==> src/rtl/fifo_word_packer.sv <==
// Byte-to-word packer behind a show-ahead byte FIFO: LSB-first packing, valid/ready output,
// partial words released by flush or idle timeout with a lane keep mask.
module fifo_word_packer #(
  parameter int DATA_W  = 8,
  parameter int BYTES   = 4,
  parameter int TIMEOUT = 16
) (
  input  logic                      clk,
  input  logic                      reset,
  input  logic                      fifo_rd_val,
  input  logic [DATA_W-1:0]         fifo_rd_data,
  output logic                      fifo_rd_en,
  input  logic                      flush,
  output logic                      out_valid,
  input  logic                      out_ready,
  output logic [DATA_W*BYTES-1:0]   out_data,
  output logic [BYTES-1:0]          out_keep
);

  localparam int CW = $clog2(BYTES + 1);
  localparam int TW = (TIMEOUT > 0) ? $clog2(TIMEOUT + 1) : 1;
  localparam int WW = DATA_W * BYTES;

  typedef enum logic {FILL, HOLD} state_t;

  state_t          state_reg;
  logic [CW-1:0]   count_reg;
  logic [TW-1:0]   timer_reg;
  logic [WW-1:0]   lane_reg;
  logic [WW-1:0]   data_reg;
  logic [BYTES-1:0] keep_reg;
  logic            valid_reg;

  logic            pop;
  logic [CW-1:0]   count_next;
  logic [WW-1:0]   lane_next;
  logic [BYTES-1:0] keep_next;
  logic [TW-1:0]   timer_next;
  logic            timeout_hit;
  logic            do_flush;
  logic            emit;

  // In HOLD a pop is only allowed on the accepting edge, so a byte never lands in a held word.
  assign pop        = fifo_rd_val & ((state_reg == FILL) | out_ready);
  assign fifo_rd_en = pop;
  assign count_next = count_reg + CW'(pop);

  // lane_reg is cleared whenever a word leaves, so lanes above count are always zero.
  generate
    for (genvar gi = 0; gi < BYTES; gi++) begin : g_lane
      assign lane_next[gi*DATA_W +: DATA_W] = (pop && (count_reg == CW'(gi))) ?
                                              fifo_rd_data : lane_reg[gi*DATA_W +: DATA_W];
      assign keep_next[gi] = (CW'(gi) < count_next);
    end
    if (TIMEOUT > 0) begin : g_timeout
      assign timeout_hit = (state_reg == FILL) && (timer_reg == TW'(TIMEOUT));
      assign timer_next  = (pop || (count_next == '0)) ? '0 : timer_reg + TW'(1);
    end else begin : g_no_timeout
      assign timeout_hit = 1'b0;
      assign timer_next  = '0;
    end
  endgenerate

  assign do_flush = flush | timeout_hit;
  assign emit     = (state_reg == FILL) &&
                    ((count_next == CW'(BYTES)) || (do_flush && (count_next != '0)));

  always_ff @(posedge clk or negedge reset) begin
    if (!reset) begin
      state_reg <= FILL;
      count_reg <= '0;
      timer_reg <= '0;
      lane_reg  <= '0;
      data_reg  <= '0;
      keep_reg  <= '0;
      valid_reg <= 1'b0;
    end else begin
      case (state_reg)
        FILL: begin
          if (emit) begin
            state_reg <= HOLD;
            valid_reg <= 1'b1;
            data_reg  <= lane_next;
            keep_reg  <= keep_next;
            lane_reg  <= '0;
            count_reg <= '0;
            timer_reg <= '0;
          end else begin
            lane_reg  <= lane_next;
            count_reg <= count_next;
            timer_reg <= timer_next;
          end
        end
        HOLD: begin
          if (out_ready) begin
            // A coinciding pop starts the next word in lane 0 with no bubble.
            state_reg <= FILL;
            valid_reg <= 1'b0;
            lane_reg  <= lane_next;
            count_reg <= count_next;
            timer_reg <= '0;
          end
        end
        default: state_reg <= FILL;
      endcase
    end
  end

  assign out_valid = valid_reg;
  assign out_data  = data_reg;
  assign out_keep  = keep_reg;

endmodule
==> config.mk <==
export PLATFORM = sky130hd
export DESIGN_NAME = fifo_word_packer
export DESIGN_NICKNAME = d
export VERILOG_FILES = /design/src/rtl/fifo_word_packer.sv
export SDC_FILE = /design/constraint.sdc
export NUM_CORES = 1
export LEC_CHECK = 0
export BUFFER_PORTS_ARGS = -buffer_cell sky130_fd_sc_hd__buf_2
export CAP_MARGIN = 20
export CORE_AREA = 3 3 65 97
export CTS_CLUSTER_DIAMETER = 40
export DETAILED_ROUTE_END_ITERATION = 16
export DIE_AREA = 0 0 68 100
export GPL_TIMING_DRIVEN = 0
export PLACE_DENSITY_LB_ADDON = 0.05
export SLEW_MARGIN = 30
export SYNTH_ARGS = -nofsm -noshare
export SYNTH_HDL_FRONTEND = slang
export SYNTH_SLANG_ARGS = --single-unit
==> constraint.sdc <==
create_clock -name clk -period 4.27 [get_ports clk]
set_clock_uncertainty 0.2 [all_clocks]
set_input_delay 0.6405 -clock clk [delete_from_list [all_inputs] [get_ports clk]]
set_output_delay 0.6405 -clock clk [all_outputs]
set_load 0.05 [all_outputs]
==> results of run 1 <==
## cells in the final DEF, fill, tap and decap left out, drive strengths merged
| master | instances |
|---|---|
| xnor2 | 1 |
| buf | 66 |
| nand4b | 1 |
| nand2b | 1 |
| and4 | 1 |
| and3 | 1 |
| nor2 | 92 |
| o31ai | 2 |
| nand4 | 3 |
| a21o | 3 |
| inv | 8 |
| clkinvlp | 1 |
| bufinv | 1 |
| a31oi | 2 |
| nand2 | 17 |
| clkbuf | 18 |
| o311ai | 1 |
| nand3 | 3 |
| xor2 | 2 |
| a21oi | 56 |
| mux2 | 1 |
| o21ai | 2 |
| or2 | 4 |
| a211oi | 2 |
| nor2b | 3 |
| o21a | 3 |
| ha | 3 |
| mux2i | 12 |
| a211o | 1 |
| nor3 | 1 |
| dfrtp | 78 |
| o32ai | 1 |
## through the flow
| stage | setup slack (ps) | hold WS (ps) | util |
|---|---|---|---|
| after floorplan | 1330 | 145 | - |
| after global placement | 807 | 247 | 0.649 |
| after detailed placement | 796 | 247 | 0.654 |
| after CTS | 1100 | 22.4 | 0.694 |
| after global routing | 868 | 29.2 | 0.694 |
| final | 1090 | 15.7 | 0.694 |
## critical path: stages (launching register included)
cell and delay (ps):
dfrtp_1 420, nand2b_1 110, buf_2 230, clkbuf_1 380, and3_1 220, ha_1 320
a211o_1 360, a31oi_4 280, buf_4 240, buf_4 210, a21oi_1 90
## layer usage
metal  track usage  wire length (microns)  up-vias
li1              -                      -     1195
met1         0.295                   3030     1203
met2         0.383                   3650       43
met3        0.0437                    236        9
met4        0.0965                    103        0
met5             0                      0        -
## cell usage after synthesis
master	n
nor2_1	92
dfrtp_1	78
a21oi_1	56
nand2_1	17
mux2i_1	12
buf_2	9
inv_1	8
buf_4	6
clkbuf_1	4
or2_2	4
a21o_1	3
ha_1	3
nand3_1	3
nand4_1	3
nor2b_1	3
o21a_1	3
a211oi_1	2
o21ai_0	2
a211o_1	1
a31oi_1	1
a31oi_4	1
and3_1	1
and4_1	1
mux2_2	1
nand2b_1	1
nand4b_2	1
nor3_1	1
o311ai_1	1
o31ai_1	1
o31ai_4	1
o32ai_1	1
xnor2_1	1
xor2_1	1
xor2_2	1
## final timing paths
| path | to | slack, ps | cells past startpoint |
|---|---|---|---|
| hold reg to reg | out_keep[0]$_DFFE_PN0P_ | 260 | 1 |
| min in group clk | out_keep[0]$_DFFE_PN0P_ | 260 | 1 |
| max in group asynchronous | out_data[18]$_DFFE_PN0P_ | 3290 | 2 |
| hold / removal | out_data[29]$_DFFE_PN0P_ | 20 | 1 |
| setup reg to reg | out_data[17]$_DFFE_PN0P_ | 1090 | 10 |
| setup / recovery | out_data[17]$_DFFE_PN0P_ | 1090 | 10 |
## area by class of cell
class,count,share of cell area
inverters,8,0.00782
clock inverters,2,0.00978
plain buffers,19,0.0274
flip-flops and latches,78,0.508
clock buffers,14,0.0476
well taps,70,0.0228
repair buffers,51,0.0730
multi-input cells,219,0.303
## cells by family (layout without fill, tap and decap cells)
kind of cell	Yosys count	after routing	synth area share
compound gates	73	73	0.133
xor+xnor	3	3	0.0104
fa+ha+maj	3	3	0.0115
buf+inv	27	94	0.0416
flops	78	78	0.600
mux	13	13	0.0404
simple gates	127	127	0.162
==> results.tsv, run 1 <==
stage	metric	value	unit
final_layout	final_cell_area	3840	sq um
floorplanning	io-pin-count	51	
worst_setup_path	end_kind	register	
worst_setup_path	critPathKind	register to register	
final_layout	ff_latch_area	1950	sq um
floorplanning	start_util	0.588	
worst_setup_path	path_max_fanout	10	
clock_tree	hold_buffers	0	
route	drtIter0Drc	89	
clock_tree	htreeDepth	3	
yosys	yosysWarnings	0	
yosys	synth_top_area_frac	0.600	
yosys	ys_seq_area_frac	0.600	
flow_run	max-cap-violations	0	
place	dpl.hpwl	4.98	mm
place	gp_congestion	0.782	
final_layout	finalNetCount	402	
final_layout	drive_above_1_share	0.230	
worst_setup_path	worst_ep_arrival_time	3200	ps
clock_tree	cts_tree	built	
sta	setup_violations	0	
hold_path	hold_class	input port to asynchronous set/reset pin	
sta	timing.fmax	0.315	GHz
floorplanning	coreArea	5530	sq um
global_route	antenna_found_initial	0	
route	drt-total-wl	7.02	mm
sta	finalCriticalPeriod	3180	ps
yosys	syn_inst	324	
floorplanning	die_area	6800	sq um
clock_tree	cts.clk_slew.worst_paths	70	ps
clock_tree	cts_resized	0	
clock_tree	clockBufferDepth	2	
final_layout	area_delta_synth_final	18.1	%
clock_tree	cts.sinks	78	
final_layout	multi_input_area	1160	sq um
global_route	track_usage	0.232	
place	io_buffers	50	
global_route	grt_pass1_vias	2434	
sta	finalHoldViolCount	0	
yosys	yosysTopAreaCell	dfrtp_1	
floorplanning	row_count	33	
worst_setup_path	cp.required	4300	ps
sta	relSlewSlack	0.544	
floorplanning	die_y	100	microns
yosys	yosys-top-cells-area	dfrtp_1, nor2_1, a21oi_1	
clock_tree	clk_latency	350	ps
route	drcViolationCount	0	
yosys	avgSynthCellArea	10.0	sq um
yosys	ys_types	34	
worst_setup_path	r2r-start	state_reg$_DFF_PN0_	
route	ant_nets	0	
global_route	grt_overflow_total	0	
sta	rsz0062_at_grt	false	
clock_tree	cts_made_buffers	9	
clock_tree	post_cts_buffers	0	
floorplanning	die-width	68	microns
place	post_dp_cell_area	3620	sq um
global_route	grt_start_max_net_pins	51	
clock_tree	root_buffer	clkbuf_8	
place	dp.cells	445	
status	status	finished, final reports clean	
sta	drv_slew	0	
sta	timing.setup.tns	0	ps
sta	worst_pin_slew	678	ps
global_route	grt_pass1_wl	11.6	mm
worst_setup_path	cp-start-kind	register	
final_layout	n_fill_cell	473	
sta	finalCritPeriodShare	0.744	
yosys	netlist_area	3250	sq um
route	wl_per_cell	15.2	microns
final_layout	n_antenna_cell	0	
worst_setup_path	crit_start	state_reg$_DFF_PN0_	
final_layout	stdcell_count	461	
yosys	syn_nets	340	
route	dr.pass1.iters	4	
yosys	synth-seq-cells	78	
route	viasPerCell	5.31	
route	vias	2450	
Power of run 1 is left out: the tool's default activity adds up to more than one toggle a clock period on the data nets, which glitch-free logic cannot reach.
==> inputs of run 2 (changes only) <==
Settings changed: CORE_AREA 3 3 65 97 to 3 3 67 100, DIE_AREA 0 0 68 100 to 0 0 70 103.
Clock period 4.27 ns to 3 ns, I/O delays scaled along.
==> results.tsv, run 2 (synthesis gave the netlist of run 1 again) <==
stage	metric	value	unit	change
final_layout	multi_input_area	1170	sq um	+0.21%
clock_tree	clockBufferDepth	2		unchanged
sta	setup_violations	0		unchanged
final_layout	n_fill_cell	496		+4.9%
clock_tree	cts.clk_slew.worst_paths	80	ps	about the same
clock_tree	cts_tree	built		
worst_setup_path	worst_ep_arrival_time	2870	ps	-330 ps
sta	worst_pin_slew	677	ps	-0.149 ps
route	vias	2510		+2.4%
route	dr.pass1.iters	4		unchanged
place	post_dp_cell_area	3610	sq um	-0.14%
hold_path	worstHoldPathCells	3		
sta	relSlewSlack	0.545		about the same
worst_setup_path	r2r-end	out_keep[3]$_DFFE_PN0P_		
worst_setup_path	reg2regPathDepth	9		-1
final_layout	area_delta_synth_final	19.8	%	
final_layout	n_antenna_cell	0		unchanged
final_layout	finalNetCount	408		+1.5%
worst_setup_path	cp-start-kind	register		
hold_path	hp-start	fifo_rd_data[1]		
global_route	grt_pass1_vias	2424		-0.41%
final_layout	mostFrequentLayoutCells	nor2_1, dfrtp_1, a21oi_1		
worst_setup_path	r2r_slack	170	ps	-920 ps
route	drtIter0Drc	114		+28%
worst_setup_path	cp_num_buf_inv	3		-1
sta	timing.setup.tns	0	ps	unchanged
worst_setup_path	crit_top_cell	buf_4		
hold_path	holdPathEnd	lane_reg[25]$_DFFE_PN0N_		
floorplanning	die_y	103	microns	+3.0%
route	drcViolationCount	0		unchanged
sta	finalHoldViolCount	0		unchanged
clock_tree	htreeDepth	3		unchanged
sta	finalCritPeriodShare	0.944		+0.200
sta	finalCriticalPeriod	2830	ps	-346 ps
worst_setup_path	path_max_fanout	10		unchanged
final_layout	final_cell_area	3890	sq um	+1.5%
final_layout	final_common_cell	nor2_1		
worst_setup_path	cp_cell_sequence	nand2b_1 -> buf_4 -> buf_6 -> and3_1 -> ha_2 -> a211o_1 -> a31oi_4 -> buf_4 -> mux2_2		
final_layout	drive_above_1_share	0.247		+0.0167
floorplanning	io-pin-count	51		unchanged
place	dpl.hpwl	5.12	mm	+2.7%
place	io_buffers	50		unchanged
clock_tree	cts.sinks	78		unchanged
place	gp_congestion	0.763		-2.4%
sta	timing.fmax	0.353	GHz	+12%
floorplanning	start_util	0.554		-0.0338
route	wl_per_cell	15.4	microns	+1.2%
global_route	track_usage	0.218		-0.0146
floorplanning	die_area	7210	sq um	+6.0%
global_route	antenna_found_initial	0		unchanged
clock_tree	cts_made_buffers	9		unchanged
route	drt-total-wl	7.23	mm	+3.0%
global_route	grt_pass1_wl	12.0	mm	+3.1%
route	viasPerCell	5.35		+0.70%
global_route	grt_overflow_total	0		unchanged
worst_setup_path	slowest_stage	dfrtp_1		
floorplanning	row_count	34		+3.0%
status	status	finished, final reports clean		
flow_run	max-cap-violations	0		unchanged
worst_setup_path	r2r-start	state_reg$_DFF_PN0_		
clock_tree	clk_latency	350	ps	about the same
final_layout	ff_latch_area	1950	sq um	unchanged
route	ant_nets	0		unchanged
floorplanning	coreArea	5870	sq um	+6.1%
floorplanning	die-width	70	microns	+2.9%
worst_setup_path	cp.required	3040	ps	-1260 ps
hold_path	hold_class	input port to register		
worst_setup_path	cp_top_family	compound AO/OA/AOI/OAI gates		
final_layout	finish.utilization	0.663		-0.0303
global_route	grt_start_max_net_pins	46		-9.8%
sta	drv_slew	0		unchanged
clock_tree	root_buffer	clkbuf_8		
worst_setup_path	cpPeakStageDelay	410	ps	about the same
worst_setup_path	critPathKind	register to register		
sta	rsz0062_at_grt	false		
worst_setup_path	end_kind	register		
==> run 2: worst max path at each step <==
stage	start	endpoint	slack, ps	cells after the start
floorplan	out_ready	out_data[20]$_DFFE_PN0P_	250	10
global route	state_reg$_DFF_PN0_	out_keep[3]$_DFFE_PN0P_	40	9
CTS	state_reg$_DFF_PN0_	out_data[16]$_DFFE_PN0P_	30	10
finish	state_reg$_DFF_PN0_	out_keep[3]$_DFFE_PN0P_	170	9
global placement	out_ready	out_data[15]$_DFFE_PN0P_	-330	11
detailed placement	out_ready	out_data[17]$_DFFE_PN0P_	-330	11
==> run 2: what timing repair did <==
| item | CTS | global route |
|---|---|---|
| gates resized for setup | 3 | 11 |
| setup endpoints to repair | 72 | 71 |
| buffers inserted | 0 | 4 |
| endpoints found under the hold margin | 33 | 0 |
| hold buffers | 1 | 0 |
| cloned | 0 | 1 |
| pin swaps | 0 | 1 |
==> run 2: metrics by stage <==
step           instances  worst slack (ps)  hold slack [ps]
2_1_floorplan        324               250            -45.6
3_3_place_gp         446              -329              249
3_5_place_dp         447              -333              228
4_1_cts              464              25.8              184
5_1_grt              469              41.5              190
6_report             469               168              197
==> run 2: cell type report <==
cell class              instances  share of cell area
repair buffers                 57              0.0822
well taps                      72              0.0231
multi-input cells             219               0.299
flip-flops and latches         78               0.501
clock inverters                 5              0.0145
clock buffers                  11              0.0389
inverters                       8             0.00771
plain buffers                  19              0.0331
==> run 2: metal layers <==
layer | track usage | routed length [microns] | up-vias | part of all wire
li1 | - | - | 1206 | -
met1 | 0.261 | 2910 | 1232 | 0.40
met2 | 0.379 | 3840 | 59 | 0.53
met3 | 0.0507 | 312 | 13 | 0.043
met4 | 0.0914 | 163 | 0 | 0.023
met5 | 0 | 0 | - | 0
==> run 2: tightest hold or removal path, stage by stage <==
cell     delay [ps]
buf_2            90
mux2i_1          80
nor2_1           90
Power of run 2 is left out for the same reason.
